$ cat src/rtl/caxi4interconnect_request_qual_arb.sv
// Request qualifier and round-robin arbiter for one crossbar master port.
// Ports: SLAVE_VALID/SLAVE_ID/READ_CONNECTIVITY in, registered grant and open-count status out.
module caxi4interconnect_request_qual_arb #(
  parameter int NUM_SLAVES        = 8,
  parameter int NUM_SLAVES_WIDTH  = 3,
  parameter int NUM_MASTERS_WIDTH = 1,
  parameter int ID_WIDTH          = 1,
  parameter int CROSSBAR_MODE     = 1,
  parameter int OPEN_TRANS_MAX    = 4,
  parameter int OPEN_TRANS_WIDTH  = 3
) (
  input  logic                          sysClk,
  input  logic                          sysReset,
  input  logic [NUM_SLAVES-1:0]         SLAVE_VALID,
  input  logic [3:0]                    MASTER_NUM,
  input  logic [NUM_SLAVES*(NUM_MASTERS_WIDTH+ID_WIDTH)-1:0] SLAVE_ID,
  input  logic [NUM_SLAVES-1:0]         READ_CONNECTIVITY,
  input  logic                          MASTER_READY,
  input  logic [NUM_SLAVES-1:0]         TRANS_DONE,
  output logic [NUM_SLAVES-1:0]         slaveValidQual,
  output logic                          grantValid,
  output logic [NUM_SLAVES-1:0]         grantOneHot,
  output logic [NUM_SLAVES_WIDTH-1:0]   grantEnc,
  output logic [NUM_SLAVES-1:0]         portBlocked,
  output logic                          countErr
);

  localparam int NS  = NUM_SLAVES;
  localparam int NSW = NUM_SLAVES_WIDTH;
  localparam int NMW = NUM_MASTERS_WIDTH;
  localparam int IDW = NUM_MASTERS_WIDTH + ID_WIDTH;
  localparam int OTW = OPEN_TRANS_WIDTH;
  localparam logic [OTW-1:0] MAX_C = OTW'(OPEN_TRANS_MAX);
  localparam logic [NS-1:0]  ONE_C = NS'(1);

  typedef enum logic {IDLE, GRANT} state_t;

  state_t                 state_q, state_d;
  logic                   gv_q, gv_d;
  logic [NS-1:0]          oh_q, oh_d;
  logic [NSW-1:0]         enc_q, enc_d;
  logic [NSW-1:0]         rr_q, rr_d;
  logic [NS-1:0][OTW-1:0] cnt_q, cnt_d;
  logic [NS-1:0]          blk_q, blk_d;
  logic                   err_q, err_d;
  logic [NS-1:0]          qual;
  logic                   pick_vld;
  logic [NSW-1:0]         pick_idx;
  logic                   hs;

  // Only the low NMW bits of MASTER_NUM and the target field of each ID matter.
  logic unused_ok;
  assign unused_ok = ^{MASTER_NUM, SLAVE_ID};

  always_comb begin
    logic [NMW-1:0] tgt;
    logic           hit;
    tgt  = '0;
    hit  = 1'b0;
    qual = '0;
    for (int i = 0; i < NS; i++) begin
      tgt = SLAVE_ID[i*IDW+ID_WIDTH +: NMW];
      hit = (CROSSBAR_MODE != 0) ?
            (tgt == MASTER_NUM[NMW-1:0]) : 1'b1;
      qual[i] = READ_CONNECTIVITY[i] & SLAVE_VALID[i]
              & hit & (cnt_q[i] < MAX_C);
    end
  end

  // First qualified index at or after rr_q, wrapping on NS.
  always_comb begin
    int             s;
    logic [NSW-1:0] j;
    s        = 0;
    j        = '0;
    pick_vld = 1'b0;
    pick_idx = '0;
    for (int k = 0; k < NS; k++) begin
      s = int'(rr_q) + k;
      if (s >= NS) s = s - NS;
      j = NSW'(s);
      if (!pick_vld && qual[j]) begin
        pick_vld = 1'b1;
        pick_idx = j;
      end
    end
  end

  always_comb begin
    state_d = state_q;
    gv_d    = gv_q;
    oh_d    = oh_q;
    enc_d   = enc_q;
    rr_d    = rr_q;
    hs      = 1'b0;
    unique case (state_q)
      IDLE: begin
        if (pick_vld) begin
          state_d = GRANT;
          gv_d    = 1'b1;
          oh_d    = ONE_C << pick_idx;
          enc_d   = pick_idx;
        end
      end
      GRANT: begin
        if (MASTER_READY) begin
          hs      = 1'b1;
          rr_d    = (enc_q == NSW'(NS-1)) ?
                    '0 : enc_q + 1'b1;
          state_d = IDLE;
          gv_d    = 1'b0;
          oh_d    = '0;
          enc_d   = '0;
        end else if (!SLAVE_VALID[enc_q] ||
                     !READ_CONNECTIVITY[enc_q]) begin
          state_d = IDLE;
          gv_d    = 1'b0;
          oh_d    = '0;
          enc_d   = '0;
        end
      end
      default: state_d = IDLE;
    endcase
  end

  always_comb begin
    logic inc;
    logic dec;
    inc   = 1'b0;
    dec   = 1'b0;
    cnt_d = cnt_q;
    err_d = err_q;
    blk_d = '0;
    for (int i = 0; i < NS; i++) begin
      inc = hs && (enc_q == NSW'(i));
      dec = TRANS_DONE[i];
      if (inc && !dec) begin
        cnt_d[i] = cnt_q[i] + 1'b1;
      end else if (!inc && dec) begin
        if (cnt_q[i] == '0) err_d = 1'b1;
        else cnt_d[i] = cnt_q[i] - 1'b1;
      end
      blk_d[i] = (cnt_d[i] == MAX_C);
    end
  end

  always_ff @(posedge sysClk or negedge sysReset) begin
    if (!sysReset) begin
      state_q <= IDLE;
      gv_q    <= 1'b0;
      oh_q    <= '0;
      enc_q   <= '0;
      rr_q    <= '0;
      cnt_q   <= '0;
      blk_q   <= '0;
      err_q   <= 1'b0;
    end else begin
      state_q <= state_d;
      gv_q    <= gv_d;
      oh_q    <= oh_d;
      enc_q   <= enc_d;
      rr_q    <= rr_d;
      cnt_q   <= cnt_d;
      blk_q   <= blk_d;
      err_q   <= err_d;
    end
  end

  assign slaveValidQual = qual;
  assign grantValid     = gv_q;
  assign grantOneHot    = oh_q;
  assign grantEnc       = enc_q;
  assign portBlocked    = blk_q;
  assign countErr       = err_q;

endmodule

$ cat config.mk
export PLATFORM = sky130hd
export DESIGN_NAME = caxi4interconnect_request_qual_arb
export DESIGN_NICKNAME = d
export VERILOG_FILES = /design/src/rtl/caxi4interconnect_request_qual_arb.sv
export SDC_FILE = /design/constraint.sdc
export NUM_CORES = 1
export LEC_CHECK = 0
export CAP_MARGIN = 5
export CORE_AREA = 3 3 98 100
export DETAILED_ROUTE_END_ITERATION = 8
export DIE_AREA = 0 0 101 103
export MAX_ROUTING_LAYER = met4
export PLACE_DENSITY = 0.76
export SLEW_MARGIN = 20
export SYNTH_ARGS = -nofsm -noshare
export SYNTH_HDL_FRONTEND = slang
export SYNTH_SLANG_ARGS = --single-unit
$ cat constraint.sdc
create_clock -name sysClk -period 3.2 [get_ports sysClk]
set_clock_uncertainty 0.05 [all_clocks]
set_input_delay 0.64 -clock sysClk [delete_from_list [all_inputs] [get_ports sysClk]]
set_output_delay 0.64 -clock sysClk [all_outputs]
set_load 0.005 [all_outputs]
==> flow_metrics.env, run 1 <==
export IMPL_status="complete, no violations"
export IMPL_synthFlopType="dfrtp_1"
export IMPL_synth_edf_count=0
export IMPL_finalInstanceArea_um2=6090
export IMPL_fmax_mhz=313
export IMPL_vias=4347
export IMPL_start_util=0.491
export IMPL_synthTopCellsByArea="dfrtp_1 (28%), ha_1 (9.3%), mux4_2 (6.8%)"
export IMPL_rsz0062_at_grt="true"
export IMPL_antennaDiodeCount=0
export IMPL_endpoint="grantOneHot[3]"
export IMPL_p_total_mw=6.30
export IMPL_yosysTopAreaCell="dfrtp_1"
export IMPL_die_h_um=103
export IMPL_r2r_slack_ns=0.09
export IMPL_timing_final_ws_setup_ns=0.00945
export IMPL_synthArstFlopShare=1.00
export IMPL_portBuffers=64
export IMPL_slew_headroom=0.609
export IMPL_synth_area_um2=4300
export IMPL_hold_class="primary input to asynchronous set/reset pin"
export IMPL_place_detailed_hpwl_mm=9.96
export IMPL_cts_buffer_depth=2
export IMPL_cts_root_buf="clkbuf_8"
export IMPL_layout_drive_gt1_share=0.296
export IMPL_cts_hold_fix_buffers=0
export IMPL_io_pin_count=76
export IMPL_synth_warnings=0
export IMPL_cts_sinks=49
export IMPL_placed_area_um2=5520
export IMPL_grt_pass1_wl_mm=21.5
export IMPL_ys_seq_elements=49
export IMPL_cp_max_fo=6
export IMPL_synth_nets=557
export IMPL_gr_total_overflow=0
export IMPL_multiInputGateArea_um2=3110
export IMPL_routed_wl_mm=13.1
export IMPL_nets=702
export IMPL_period_minus_slack_ns=3.19
export IMPL_ant_nets=0
export IMPL_syn2layout_area_growth_pct=41.6
export IMPL_clkLatencyLatePin_ns=0.30
export IMPL_power_leakage_nw=2.76
export IMPL_required_ns=3.34
export IMPL_synth_seq_area_share=0.285
export IMPL_antenna_found_initial=0
export IMPL_finalCritPeriodShare=0.997
export IMPL_reg2reg_to="grantOneHot[6]"
export IMPL_power_density_nw_per_um2=1030
export IMPL_synth_common_cells="nand2_1 (61), dfrtp_1 (49), inv_1 (37)"
export IMPL_drtIter0Drc=212
export IMPL_core_um2=8760
export IMPL_rows=34
export IMPL_track_usage=0.267
export IMPL_viasPerCell=5.94
export IMPL_die_area_um2=10400
export IMPL_fillers=654
export IMPL_yosysMostFrequentCell="nand2_1"
export IMPL_critPathCaptureType="flip-flop"
export IMPL_wl_per_cell_um=17.9
export IMPL_cap_viol_max_count=0
export IMPL_dp_slack_ns=-0.839
export IMPL_drcViolationCount=0
export IMPL_firstDrtPassIters=5
export IMPL_yosysUniqueCellTypes=66
export IMPL_stdcell_count=732
export IMPL_cp_start_kind="primary input"
export IMPL_synth_top_area_share=0.285
export IMPL_setup_viol=0
export IMPL_crit_type="primary input to flip-flop"
export IMPL_final_core_util=0.695
export IMPL_cts_tree="yes"
export IMPL_reg2reg_depth=10
export IMPL_die_w_um=101
export IMPL_worst_pin_slew_ns=0.586
export IMPL_ir_drop_mv=0.491
export IMPL_report_final_slew_viol_count=0
export IMPL_setup_worst_path_start="MASTER_NUM[0]"
export IMPL_syn_instance_count=478
export IMPL_syn_avg_cell_area_um2=9.00
export IMPL_clkTransAtPathRegs_ns=0.09
export IMPL_r2r_start="rr_q[0]"
export IMPL_htreeDepth=2
export IMPL_hold_viol=0
export IMPL_cts_buffers=5
export IMPL_grt_start_max_net_pins=27
export IMPL_final_seq_area_um2=1230
export IMPL_arrival_ns=3.33
export IMPL_grt_pass1_vias=4394
export IMPL_gp_congestion=0.955
export IMPL_placedCellCount=698
## final cells by class
type,count,area share
sequential,49,0.201
multi-input combinational,370,0.510
tap,108,0.0222
clock inverter,2,0.00226
inverter,42,0.0269
clock buffer,6,0.0136
timing repair buffer,155,0.223
## layout by cell type, fill, tap and decap left out, types with 4 or more instances in the layout
cell type / Yosys / routed
a21oi_1: 15 / 14
mux4_2: 13 / 13
nand2_2: 0 / 8
nand3_1: 23 / 23
xor2_1: 11 / 7
mux2_2: 5 / 5
dlygate4sd2_1: 0 / 14
buf_4: 3 / 81
nand2_1: 61 / 53
clkdlybuf4s50_1: 0 / 40
o211ai_1: 6 / 6
nor2_1: 20 / 20
xnor2_1: 10 / 9
dfrtp_1: 49 / 49
ha_1: 32 / 31
a22oi_1: 5 / 4
buf_6: 1 / 10
nand4b_1: 10 / 10
o21ai_0: 22 / 22
or3_4: 2 / 7
xor2_2: 0 / 4
o22ai_1: 8 / 8
nor3_4: 0 / 4
a31oi_1: 6 / 6
or4_4: 0 / 4
nor3b_1: 8 / 8
a22o_1: 8 / 8
nand4_1: 6 / 6
inv_2: 4 / 4
inv_1: 37 / 35
clkbuf_8: 0 / 6
mux2i_1: 15 / 12
a21o_1: 5 / 5
nor3_1: 13 / 10
## sequential cells by signal, summed over array words and instances, names as in the netlist
signal,flops
grantEnc,3
cnt_q,24
portBlocked,8
rr_q,3
state_q,1
grantValid,1
grantOneHot,8
countErr,1
## routing by layer
metal,GRT usage,routed length [µm],up-vias
li1,-,-,2040
met1,0.321,5310,2114
met2,0.462,6720,151
met3,0.0311,628,42
met4,0.0992,462,0
met5,-,0,-
## per-stage QoR
stage / setup TNS, ns / hold WS [ns]
after CTS: -0.331 / 0.293
final: 0 / 0.279
after detailed placement: -9.70 / 0.415
after global placement: -8.33 / 0.415
after floorplan: -0.00465 / 0.294
after global routing: -0.180 / 0.307
## power breakdown
group | leakage (nW) | total (mW) | internal, mW | switching (mW)
combinational | 2.10 | 4.77 | 2.30 | 2.47
sequential | 0.611 | 1.15 | 0.892 | 0.258
clock | 0.0512 | 0.386 | 0.176 | 0.211
total | 2.76 | 6.30 | 3.36 | 2.94
## worst max-delay path, cell delays in order
cell,delay [ns]
buf_12,0.12
buf_4,0.14
xor2_2,0.20
nor3_4,0.06
buf_4,0.16
buf_4,0.15
mux2_2,0.28
o211ai_1,0.19
buf_4,0.16
nand4_4,0.16
buf_6,0.17
and2_4,0.13
o32a_4,0.38
nor3b_4,0.17
a22o_1,0.22
## cell families after synthesis
kind of cell,synth area share
DFF,0.285
and+or+nand+nor,0.220
xor gates and xnor gates,0.0427
AOI/OAI and AO/OA,0.187
muxes,0.116
buffers and inverters,0.0567
adders and majority gates,0.0930
## repair_timing
item | in CTS | in global routing
setup buffers | 21 | 6
setup endpoints to repair | 18 | 13
resized for setup | 74 | 25
pin swaps | 41 | 12
## worst min-delay path by stage
stage / from / end / slack (ns) / cells past startpoint
3_3_place_gp: grantValid / grantValid / 0.41 / 2
4_1_cts: sysReset / cnt_q[3] / 0.29 / 1
6_report: sysReset / cnt_q[3] / 0.28 / 1
3_5_place_dp: grantValid / grantValid / 0.42 / 2
5_1_grt: sysReset / portBlocked[1] / 0.31 / 1
2_1_floorplan: sysReset / cnt_q[0] / 0.29 / 0
Note: power is estimated with default switching activity, not from simulation.
==> run 2, diff against run 1 <==
--- a/config.mk
+++ b/config.mk
@@ -9,9 +9,9 @@
 export CORE_AREA = 3 3 98 100
 export DETAILED_ROUTE_END_ITERATION = 8
 export DIE_AREA = 0 0 101 103
-export MAX_ROUTING_LAYER = met4
 export PLACE_DENSITY = 0.76
 export SLEW_MARGIN = 20
 export SYNTH_ARGS = -nofsm -noshare
 export SYNTH_HDL_FRONTEND = slang
 export SYNTH_SLANG_ARGS = --single-unit
+export TNS_END_PERCENT = 100
==> flow_metrics.env, run 2 (synthesis results as in run 1) <==
export IMPL_status="finished, violations left"
export IMPL_violations="negative setup slack"
export IMPL_internal_power_mw=3.35
export IMPL_cts_buffer_depth=2
export IMPL_vias=4354
export IMPL_endpoint="grantOneHot[1]"
export IMPL_start_util=0.491
export IMPL_report_final_slew_viol_count=0
export IMPL_setup_worst_path_start="SLAVE_ID[1]"
export IMPL_gp_congestion=0.978
export IMPL_regMostFlops="cnt_q"
export IMPL_core_um2=8760
export IMPL_viasPerCell=5.92
export IMPL_worst_pin_slew_ns=0.574
export IMPL_portBuffers=64
export IMPL_clkTransAtPathRegs_ns=0.09
export IMPL_power_frac_seq=0.183
export IMPL_die_h_um=103
export IMPL_cts_sinks=49
export IMPL_track_usage=0.259
export IMPL_rsz0062_at_grt="true"
export IMPL_nets=705
export IMPL_htreeDepth=2
export IMPL_finalCritPeriodShare=1.01
export IMPL_reg2reg_depth=9
export IMPL_required_ns=3.35
export IMPL_timing_final_ws_setup_ns=-0.0251
export IMPL_ir_drop_mv=0.516
export IMPL_antenna_found_initial=0
export IMPL_io_pin_count=76
export IMPL_wl_per_cell_um=18.4
export IMPL_power_density_nw_per_um2=1020
export IMPL_drcViolationCount=0
export IMPL_power_leakage_nw=2.81
export IMPL_syn2layout_area_growth_pct=43.6
export IMPL_clockPowerShare=0.071
export IMPL_r2r_slack_ns=0.05
export IMPL_tns_ns=-0.0598
export IMPL_grt_pass1_vias=4326
export IMPL_firstDrtPassIters=4
export IMPL_hold_viol=0
export IMPL_routed_wl_mm=13.5
export IMPL_arrival_ns=3.37
export IMPL_slew_headroom=0.617
export IMPL_layout_drive_gt1_share=0.314
export IMPL_rows=34
export IMPL_cap_viol_max_count=0
export IMPL_r2r_start="rr_q[0]"
export IMPL_fillers=630
export IMPL_ant_nets=0
export IMPL_reg2reg_to="grantOneHot[5]"
export IMPL_fmax_mhz=310
export IMPL_largest_register_ffs=24
export IMPL_layout_common_cells="buf_4 (79), nand2_1 (53), dfrtp_1 (47)"
export IMPL_grt_pass1_wl_mm=21.2
export IMPL_dp_slack_ns=-0.772
export IMPL_p_comb_frac=0.745
export IMPL_period_minus_slack_ns=3.23
export IMPL_cts_root_buf="clkbuf_8"
export IMPL_cp_max_fo=4
export IMPL_cts_tree="yes"
export IMPL_mostFrequentLayoutCell="buf_4"
export IMPL_setup_viol=3
export IMPL_final_core_util=0.705
export IMPL_die_w_um=101
export IMPL_switching_share=0.469
export IMPL_cts_buffers=5
export IMPL_antennaDiodeCount=0
export IMPL_power_switching_mw=2.96
export IMPL_hold_class="primary input to asynchronous set/reset pin"
export IMPL_cp_start_kind="primary input"
export IMPL_crit_type="primary input to flip-flop"
export IMPL_drtIter0Drc=202
export IMPL_critPathCaptureType="flip-flop"
export IMPL_clkLatencyLatePin_ns=0.30
export IMPL_grt_start_max_net_pins=27
export IMPL_gr_total_overflow=0
export IMPL_die_area_um2=10400
export IMPL_place_detailed_hpwl_mm=10.0
==> run 2: cell count changes in the layout (fill, tap and decap cells not counted), moves of 3 or more <==
cell / delta
dlymetal6s2s_1: +3
inv_2: +3
buf_6: +3
xor2_1: -4
dlygate4sd2_1: -8
clkbuf_2: +4
==> run 2: timing repair <==
| item | in CTS | in global routing |
|---|---|---|
| endpoints found under the hold margin | 0 | 0 |
| cloned | 0 | 0 |
| setup endpoints to repair | 17 | 13 |
| gates resized for setup | 63 | 58 |
| hold buffers | 0 | 0 |
| setup buffers | 17 | 12 |
| pin swaps | 25 | 39 |
==> run 2: how the worst min path moves through the flow <==
| stage | start | endpoint | slack, ns | depth (start not counted) |
|---|---|---|---|---|
| 2_1_floorplan | sysReset | cnt_q[0] | 0.29 | 0 |
| 3_3_place_gp | grantValid | grantValid | 0.41 | 2 |
| 3_5_place_dp | grantValid | grantValid | 0.41 | 2 |
| 4_1_cts | sysReset | portBlocked[5] | 0.28 | 1 |
| 5_1_grt | sysReset | cnt_q[3] | 0.30 | 1 |
| 6_report | sysReset | portBlocked[5] | 0.27 | 1 |
==> run 2: critical path, stage by stage <==
cell and delay (ns):
clkdlybuf4s15_1 0.24, xor2_2 0.19, or3_4 0.40, buf_6 0.13, mux4_2 0.46, o211ai_1 0.30, a221oi_2 0.12, and2_1 0.18
o32a_4 0.35, nor3b_4 0.17, a22o_1 0.19
==> run 2: power by group through the flow <==
stage	Combinational [mW]	Clock (mW)	Sequential, mW
6_report	4.70	0.450	1.16
5_1_grt	5.10	0.483	1.19
4_1_cts	4.36	0.464	1.14
3_5_place_dp	3.92	0	1.15
3_3_place_gp	3.81	0	1.13
2_1_floorplan	2.70	0	1.06
==> run 2: per-layer routing <==
layer	track usage	wire (µm)
met2	0.471	7020
met4	0.0869	365
met5	0	0
met3	0.0332	599
met1	0.317	5510
==> run 2: cell type report <==
| class | count | area (µm²) | share of cell area |
|---|---|---|---|
| clock buffer | 5 | 68.8 | 0.0111 |
| clock inverter | 3 | 43.8 | 0.00709 |
| inverter | 42 | 161 | 0.0261 |
| multi-input combinational | 370 | 3140 | 0.509 |
| sequential | 49 | 1230 | 0.199 |
| tap | 108 | 135 | 0.0219 |
| timing repair buffer | 158 | 1400 | 0.226 |
==> run 2: per-stage QoR <==
stage / total power [mW] / instance area [µm²] / std cells / hold WS [ns]
2_1_floorplan: 3.75 / 4340 / 478 / 0.294
3_3_place_gp: 4.94 / 5530 / 699 / 0.409
3_5_place_dp: 5.07 / 5530 / 699 / 0.414
4_1_cts: 5.96 / 5930 / 724 / 0.281
5_1_grt: 6.77 / 6180 / 735 / 0.299
6_report: 6.31 / 6180 / 735 / 0.270
